[src/rtl/traffic_ctrl_nway.sv]
// N-approach round-robin traffic-light controller: ALL_RED -> GREEN(d) -> YELLOW(d) -> ALL_RED.
// Optional macro SKIP_EMPTY_EN: the next green goes to the next approach with a waiting car.

module traffic_lamp_lane (
   input  logic       sel,
   input  logic [1:0] phase,
   output logic       r,
   output logic       g,
   output logic       y
);
   always_comb begin
      g = sel && (phase == 2'b01);
      y = sel && (phase == 2'b10);
      r = ~(g | y);
   end
endmodule

module traffic_ctrl_nway #(
   parameter int NUM_DIR      = 2,
   parameter int CNT_W        = 8,
   parameter int RED_TICKS    = 2,
   parameter int YELLOW_TICKS = 3,
   parameter int MIN_GREEN    = 4,
   parameter int MAX_GREEN    = 10,
   localparam int DIR_W       = $clog2(NUM_DIR)
) (
   input  logic               clk,
   input  logic               rst,
   input  logic               tick_en,
   input  logic               hold_red,
   input  logic [NUM_DIR-1:0] car_det,
   output logic [NUM_DIR-1:0] light_r,
   output logic [NUM_DIR-1:0] light_g,
   output logic [NUM_DIR-1:0] light_y,
   output logic [DIR_W-1:0]   active_dir,
   output logic [1:0]         phase,
   output logic [CNT_W-1:0]   phase_cnt
);
   typedef enum logic [1:0] {
      ALL_RED = 2'b00,
      GREEN   = 2'b01,
      YELLOW  = 2'b10
   } state_t;

   localparam logic [CNT_W-1:0] RED_T  = CNT_W'(RED_TICKS);
   localparam logic [CNT_W-1:0] YEL_T  = CNT_W'(YELLOW_TICKS);
   localparam logic [CNT_W-1:0] MIN_G  = CNT_W'(MIN_GREEN);
   localparam logic [CNT_W-1:0] MAX_G  = CNT_W'(MAX_GREEN);
   localparam logic [CNT_W-1:0] CNT_MX = '1;
   localparam logic [DIR_W-1:0] LAST_D = DIR_W'(NUM_DIR - 1);

   state_t             state, state_nxt;
   logic [DIR_W-1:0]   next_dir;
   logic [NUM_DIR-1:0] lane_sel;
   logic               other_car;

   // State, phase timer and served-approach registers
   always_ff @(posedge clk) begin
      if (rst) begin
         state      <= ALL_RED;
         phase_cnt  <= '0;
         active_dir <= LAST_D;
      end else begin
         state <= state_nxt;
         if (state_nxt != state)
            phase_cnt <= '0;
         else if (tick_en && (phase_cnt != CNT_MX))
            phase_cnt <= phase_cnt + 1'b1;
         if ((state == ALL_RED) && (state_nxt == GREEN))
            active_dir <= next_dir;
      end
   end

`ifdef SKIP_EMPTY_EN
   logic             found;
   logic [DIR_W-1:0] cand;
`endif

   // Successor approach; the scan visits the current index last
   always_comb begin
      next_dir = (active_dir == LAST_D) ? '0 : active_dir + 1'b1;
`ifdef SKIP_EMPTY_EN
      found = 1'b0;
      cand  = active_dir;
      for (int k = 0; k < NUM_DIR; k++) begin
         cand = (cand == LAST_D) ? '0 : cand + 1'b1;
         if (!found && car_det[cand]) begin
            found    = 1'b1;
            next_dir = cand;
         end
      end
`endif
   end

   always_comb begin
      other_car = |(car_det & ~lane_sel);
      state_nxt = state;
      case (state)
         ALL_RED: if (!hold_red && (phase_cnt >= RED_T)) state_nxt = GREEN;
         GREEN:   if ((phase_cnt >= MAX_G) || ((phase_cnt >= MIN_G) && other_car))
                     state_nxt = YELLOW;
         YELLOW:  if (phase_cnt >= YEL_T) state_nxt = ALL_RED;
         default: state_nxt = ALL_RED;
      endcase
   end

   always_comb begin
      phase = state;
      for (int i = 0; i < NUM_DIR; i++)
         lane_sel[i] = (active_dir == DIR_W'(i));
   end

   for (genvar i = 0; i < NUM_DIR; i++) begin : g_lane
      traffic_lamp_lane u_lane (
         .sel   (lane_sel[i]),
         .phase (phase),
         .r     (light_r[i]),
         .g     (light_g[i]),
         .y     (light_y[i])
      );
   end
endmodule

[config.mk]
export PLATFORM = sky130hd
export DESIGN_NAME = traffic_ctrl_nway
export DESIGN_NICKNAME = d
export VERILOG_FILES = /design/src/rtl/traffic_ctrl_nway.sv
export SDC_FILE = /design/constraint.sdc
export NUM_CORES = 1
export LEC_CHECK = 0
export CAP_MARGIN = 20
export CORE_UTILIZATION = 30
export DETAILED_ROUTE_END_ITERATION = 10
export HOLD_SLACK_MARGIN = 0.1
export SLEW_MARGIN = 20
export SYNTH_ARGS = -nofsm -noshare
export SYNTH_HDL_FRONTEND = slang
export SYNTH_HIERARCHICAL = 1
export SYNTH_SLANG_ARGS = --single-unit
[constraint.sdc]
create_clock -name clk -period 3.1 [get_ports clk]
set_clock_uncertainty 0.2 [all_clocks]
set_input_delay 0.31 -clock clk [delete_from_list [all_inputs] [get_ports clk]]
set_output_delay 0.31 -clock clk [all_outputs]
set_load 0.005 [all_outputs]
==> results of run 1 <==
-- critical path, delay by kind of cell (launching register included) --
family	cells	cell delay (ps)
AND/OR/NAND/NOR	2	900
AO/OA/AOI/OAI	2	580
flip-flops	1	380
-- final cells by class --
cell class,instances,area [um2],area share [%]
multi-input cells,68,477,47.6
well taps,28,35.0,3.50
inverters,6,22.5,2.25
flip-flops and latches,11,220,22.0
repair buffers,22,220,22.0
clock buffers,4,26.3,2.63
-- synth_stat cells (all sizes together) --
cell type	count
dfxtp	11
nand2	9
nor4	8
inv	6
nand3	5
o21ai	5
nor2	4
and3	3
and4	3
mux2i	3
xor2	3
and3b	2
clkbuf	2
ha	2
nand4	2
nor3	2
a211oi	1
a21o	1
a21oi	1
a31oi	1
a32oi	1
buf	1
mux2	1
nand2b	1
o2111ai	1
o211ai	1
o21a	1
o22ai	1
o311ai	1
o41ai	1
or2	1
or3	1
or4	1
xnor2	1
-- power by group through the flow --
stage	registers, uW	logic, uW	clock network (uW)
2_1_floorplan	161	38.5	0
3_3_place_gp	163	69.1	0
6_report	160	70.0	104
5_1_grt	163	78.1	114
3_5_place_dp	164	70.1	0
4_1_cts	161	70.4	105
-- state kept, by name, indices dropped and copies added, names as in the netlist --
register / count
active_dir: 1
phase: 2
phase_cnt: 8
-- kinds of logic after synthesis --
group                      after synthesis  share of synthesized area [%]
xor gates and xnor gates                 4                           4.80
adders and majority gates                2                           3.42
DFF                                     11                           30.1
buffers and inverters                    9                           4.62
and+or+nand+nor                         42                           33.0
AOI/OAI and AO/OA                       16                           18.3
muxes                                    4                           5.65
-- metrics by stage --
| stage | hold slack [ps] | power, uW | instances | setup slack, ps |
|---|---|---|---|---|
| final | 390 | 334 | 139 | 945 |
| after CTS | 396 | 336 | 139 | 939 |
| after global placement | 387 | 232 | 135 | 950 |
| after floorplan | 322 | 200 | 88 | 1150 |
| after detailed placement | 385 | 234 | 135 | 956 |
| after global routing | 448 | 355 | 139 | 791 |
-- worst max path at each step --
stage,startpoint,end,slack [ps],cells after the start
2_1_floorplan,phase_cnt[4],phase_cnt[0],1150,4
3_3_place_gp,phase_cnt[4],phase_cnt[0],950,3
3_5_place_dp,phase_cnt[4],phase_cnt[0],960,4
4_1_cts,phase_cnt[4],phase_cnt[0],940,4
5_1_grt,phase_cnt[4],phase_cnt[7],790,3
6_report,phase_cnt[4],phase_cnt[0],950,4
-- per-layer routing --
| metal | vias to the layer above | wire length [um] |
|---|---|---|
| li1 | 382 | - |
| met1 | 342 | 868 |
| met2 | 28 | 723 |
| met3 | 5 | 102 |
| met4 | 0 | 50 |
| met5 | - | 0 |
==> results.py, run 1 <==
metrics = {
    "timing": {
        "finalSetupTns_ps": 0,
        "worst_slew_pin_slew_ps": 747,
        "relSlewSlack_pct": 50.0,
        "max_freq_ghz": 0.464,
        "hold_viol": 0,
        "drv_slew": 0,
        "setup_viol": 0,
        "min_period_ps": 2150,
        "rsz0062_at_grt": "false",
        "finalCritPeriodShare_pct": 69.5,
    },
    "global_routing": {
        "met1_usage_pct": 22.5,
        "grt_max_degree": 12,
        "grt.total_usage_pct": 15.6,
        "grt_pass1_wl_um": 3060,
        "gr-total-overflow": 0,
        "grt_util_met3_pct": 3.87,
        "grt_pass1_vias": 672,
        "gr-max-usage-layer": "met1",
        "grtUsageMet2_pct": 19.7,
        "antenna_found_initial": 0,
    },
    "cts": {
        "cts.path.max_buffers": 2,
        "numClockSinks": 11,
        "path_clk_slew_ps": 70,
        "cts_hold_buf": 0,
        "clkLatencyLatePin_ps": 280,
        "cts-root-buf": "clkbuf_4",
        "cts.repair.resized": 0,
        "cts_tree": "built",
        "cts_buffers": 3,
        "cts_setup_buffers": 0,
        "htree_levels": 1,
    },
    "power_and_ir_drop": {
        "switching_share_pct": 28.8,
        "power.leakage_uw": 0.000401,
        "p_int_uw": 238,
        "p_sw_uw": 96.4,
        "pwr-share-clk_pct": 31.1,
        "comb_power_share_pct": 20.9,
        "max-vdd-ir-drop_mv": 0.172,
        "p_seq_share_pct": 47.9,
        "p_per_area_nw_per_um2": 334,
    },
    "worst_setup_path": {
        "slowest_delay_ps": 590,
        "crit_slowest_cell": "or4_4",
        "cp.required_ps": 3090,
        "path_class": "reg -> reg",
        "r2r_slack_ps": 950,
        "cp_data_arrival_time_ps": 2140,
        "setup.worst_path.start_class": "flip-flop",
        "ff2ff_path_depth": 4,
        "reg2reg_to": "phase_cnt[0]",
        "crit_chain": "or4_4 > o41ai_4 > a32oi_2 > nor4_1",
        "reg2reg_from": "phase_cnt[4]",
        "end_kind": "flip-flop",
        "crit_fanout": 9,
    },
    "synth": {
        "synthDistinctLibCells": 34,
        "synth_top_area_share_pct": 30.1,
        "synth_cells": 88,
        "yosys_warnings": 6,
        "synth.avg_cell_area_um2": 8.30,
        "yosysTopAreaCell": "dfxtp_1",
        "ys_seq_area_share_pct": 30.1,
        "synth_nets": 96,
        "synth_area_leaders": "dfxtp_1 (30%), nor4_1 (6.8%), nand2_1 (4.6%), mux2i_1 (4.1%), o41ai_4 (3.8%)",
        "ys_ff_latch": 11,
        "netlist_area_um2": 731,
    },
    "place": {
        "dp_hpwl_um": 1230,
        "gp_congestion": 0.785,
        "port-buffer-count": 22,
        "dpl_cell_area_um2": 975,
    },
    "detailed_routing": {
        "dr.pass1.iters": 4,
        "drt_iter0_markers": 31,
        "vias": 757,
        "ant_nets": 0,
        "viasPerCell": 5.45,
        "routed_wl_um": 1740,
        "wire_per_inst_um": 12.5,
        "drc_errors": 0,
    },
    "floorplanning": {
        "die_x_um": 51.4,
        "initial_core_util_pct": 32.4,
        "core-area_um2": 2250,
        "ios": 23,
        "rows": 17,
        "dieArea_um2": 2640,
        "dieHeight_um": 51.4,
    },
    "cells_and_area": {
        "n_fill_cell": 244,
        "area_growth_pct": 37.0,
        "num_antenna_cells": 0,
        "drive_gt1_share_pct": 9.01,
        "final_cell_mix": "clkdlybuf4s50_1 (22), dfxtp_1 (11), nand2_1 (9)",
        "final_area_um2": 1000,
        "final_util_pct": 44.4,
        "nNetsFinal": 120,
        "final_common_cell": "clkdlybuf4s50_1",
    },
    "worst_hold_path": {
        "worstHoldStart": "active_dir",
        "hold_depth": 2,
        "min_path_type": "reg -> reg",
        "whs_endpoint": "active_dir",
    },
    "status": {
        "status": "complete, no violations",
    },
    "job": {
        "timing.max_cap.violations": 0,
    },
}
Note: power is estimated with default switching activity, not from simulation.
==> inputs of run 2 (changes only) <==
==> constraint.sdc (replaced) <==
create_clock -name clk -period 2.08 [get_ports clk]
set_clock_uncertainty 0.2 [all_clocks]
set_input_delay 0.208 -clock clk [delete_from_list [all_inputs] [get_ports clk]]
set_output_delay 0.208 -clock clk [all_outputs]
set_load 0.005 [all_outputs]
==> run 2 against run 1 <==
- clock power grew 41%
- utilization grew 3.8 points
- combinational power grew 64%
- flip-flop and latch count is the same
- fmax grew 7.2%
- die area is the same
- critical path type unchanged
==> results.py, run 2 (same netlist as run 1, synthesis figures left out) <==
metrics = {
    "cells_and_area": {
        "n_fill_cell": 235,
        "final_area_um2": 1090,
        "final_common_cell": "clkdlybuf4s50_1",
        "final_util_pct": 48.2,
        "seqCellArea_um2": 220,
        "final_cells": 148,
        "nNetsFinal": 129,
        "largest_reg_flops": 8,
        "num_antenna_cells": 0,
        "final_cell_mix": "clkdlybuf4s50_1 (22), dfxtp_1 (11), nand2_1 (9), buf_4 (9)",
        "area_growth_pct": 48.8,
        "drive_gt1_share_pct": 18.3,
        "regMostFlops": "phase_cnt",
        "multi_input_area_um2": 495,
    },
    "worst_setup_path": {
        "reg2reg_from": "phase_cnt[4]",
        "crit_fanout": 8,
        "path_buf_inv": 0,
        "path_class": "reg -> reg",
        "ff2ff_path_depth": 4,
        "r2r_slack_ps": 70,
        "slowest_delay_ps": 550,
        "cp.required_ps": 2050,
        "setup.worst_path.start_class": "flip-flop",
        "cp_top_family": "simple AND/OR/NAND/NOR gates",
        "reg2reg_to": "phase_cnt[3]",
        "end_kind": "flip-flop",
        "crit_slowest_cell": "or4_4",
        "cp_data_arrival_time_ps": 1980,
        "crit_chain": "or4_4 > o41ai_4 > a32oi_2 > nor4_1",
    },
    "detailed_routing": {
        "ant_nets": 0,
        "drt_iter0_markers": 8,
        "viasPerCell": 5.23,
        "drc_errors": 0,
        "vias": 774,
        "wire_per_inst_um": 12.5,
        "routed_wl_um": 1850,
        "dr.pass1.iters": 4,
    },
    "power_and_ir_drop": {
        "pwr-share-clk_pct": 29.5,
        "switching_share_pct": 27.7,
        "p_int_uw": 360,
        "p_seq_share_pct": 47.4,
        "comb_power_share_pct": 23.1,
        "p_per_area_nw_per_um2": 459,
        "p_sw_uw": 138,
        "power.leakage_uw": 0.000445,
        "max-vdd-ir-drop_mv": 0.304,
    },
    "global_routing": {
        "grt.total_usage_pct": 16.2,
        "grt_max_degree": 12,
        "grt_pass1_wl_um": 3170,
        "antenna_found_initial": 0,
        "grt_pass1_vias": 732,
        "gr-total-overflow": 0,
    },
    "cts": {
        "cts_setup_buffers": 0,
        "cts.path.max_buffers": 2,
        "clkLatencyLatePin_ps": 260,
        "cts_buffers": 3,
        "cts-root-buf": "clkbuf_4",
        "cts_tree": "built",
        "path_clk_slew_ps": 70,
        "htree_levels": 1,
        "numClockSinks": 11,
    },
    "floorplanning": {
        "ios": 23,
        "rows": 17,
        "initial_core_util_pct": 32.4,
        "core-area_um2": 2250,
        "die_x_um": 51.4,
        "dieArea_um2": 2640,
        "dieHeight_um": 51.4,
    },
    "place": {
        "dp_hpwl_um": 1400,
        "gp_congestion": 0.781,
        "dpl_cell_area_um2": 1040,
        "port-buffer-count": 22,
        "dp.cells": 144,
    },
    "worst_hold_path": {
        "hold_depth": 2,
        "worstHoldStart": "phase_cnt[1]",
        "min_path_type": "reg -> reg",
        "whs_endpoint": "phase_cnt[1]",
    },
    "timing": {
        "setup_viol": 0,
        "min_period_ps": 2010,
        "hold_viol": 0,
        "rsz0062_at_grt": "true",
        "finalCritPeriodShare_pct": 96.6,
        "finalSetupTns_ps": 0,
        "drv_slew": 0,
        "worst_slew_pin_slew_ps": 476,
        "relSlewSlack_pct": 68.2,
        "max_freq_ghz": 0.498,
    },
    "status": {
        "status": "complete, no violations",
    },
    "job": {
        "timing.max_cap.violations": 0,
    },
}
run 2: changes by cell type in the layout (fill, tap and decap cells not counted), sizes merged:
cell  previous run  this run
buf              0         9
run 2: power by group through the flow:
stage	clock network [uW]	logic, uW	registers (uW)
final	147	115	237
after floorplan	0	57.4	240
after global routing	157	128	239
after detailed placement	0	114	242
after global placement	0	113	241
after CTS	151	115	237
run 2: worst max-delay path by stage:
stage	startpoint	endpoint	slack [ps]	depth (start not counted)
floorplan	phase_cnt[4]	phase_cnt[0]	130	4
global placement	phase_cnt[4]	phase_cnt[0]	90	4
CTS	phase_cnt[4]	phase_cnt[3]	80	4
global route	phase_cnt[4]	phase_cnt[4]	-9	4
finish	phase_cnt[4]	phase_cnt[3]	70	4
detailed placement	car_det[1]	phase_cnt[2]	80	5
run 2: metal layers:
layer  track usage, %  up-vias  wire length (um)  share of wire (%)
li1                 -      395                 -                  -
met1             22.0      356               931                 50
met2             25.2       19               833                 45
met3             2.68        4                61                3.3
met4             6.76        0                21                1.1
met5                0        -                 0                  0
run 2: final cells by class:
cell class	instances	area share, %
Clock buffer	4	2.42
Multi-Input combinational cell	68	45.6
Tap cell	28	3.22
Timing Repair Buffer	31	26.5
Sequential cell	11	20.3
Inverter	6	2.07
run 2: per-stage QoR:
stage                     hold WS (ps)  total power (uW)  setup WS (ps)
after floorplan                    220               298            132
after global placement             429               354           92.0
after detailed placement           417               356           76.6
after CTS                          438               502           83.9
after global routing               485               525          -9.06
final                              432               499           70.5
run 2: worst register-to-register path: stages (launching register included):
cell	delay (ps)
dfxtp_1	310
or4_4	550
o41ai_4	350
a32oi_2	190
nor4_1	300
run 2: timing repair:
action / CTS / global route
hold buffers: 0 / 0
resized for setup: 0 / 3
endpoints found under the setup margin: 0 / 6
==> inputs of run 3 (changes only) <==
--- a/config.mk
+++ b/config.mk
@@ -8,6 +8,7 @@
 export CAP_MARGIN = 20
 export CORE_UTILIZATION = 30
 export DETAILED_ROUTE_END_ITERATION = 10
+export GPL_TIMING_DRIVEN = 1
 export HOLD_SLACK_MARGIN = 0.1
 export SLEW_MARGIN = 20
 export SYNTH_ARGS = -nofsm -noshare
==> results of run 3 <==
The final DEF is identical to that of run 2; final timing and power are the same.
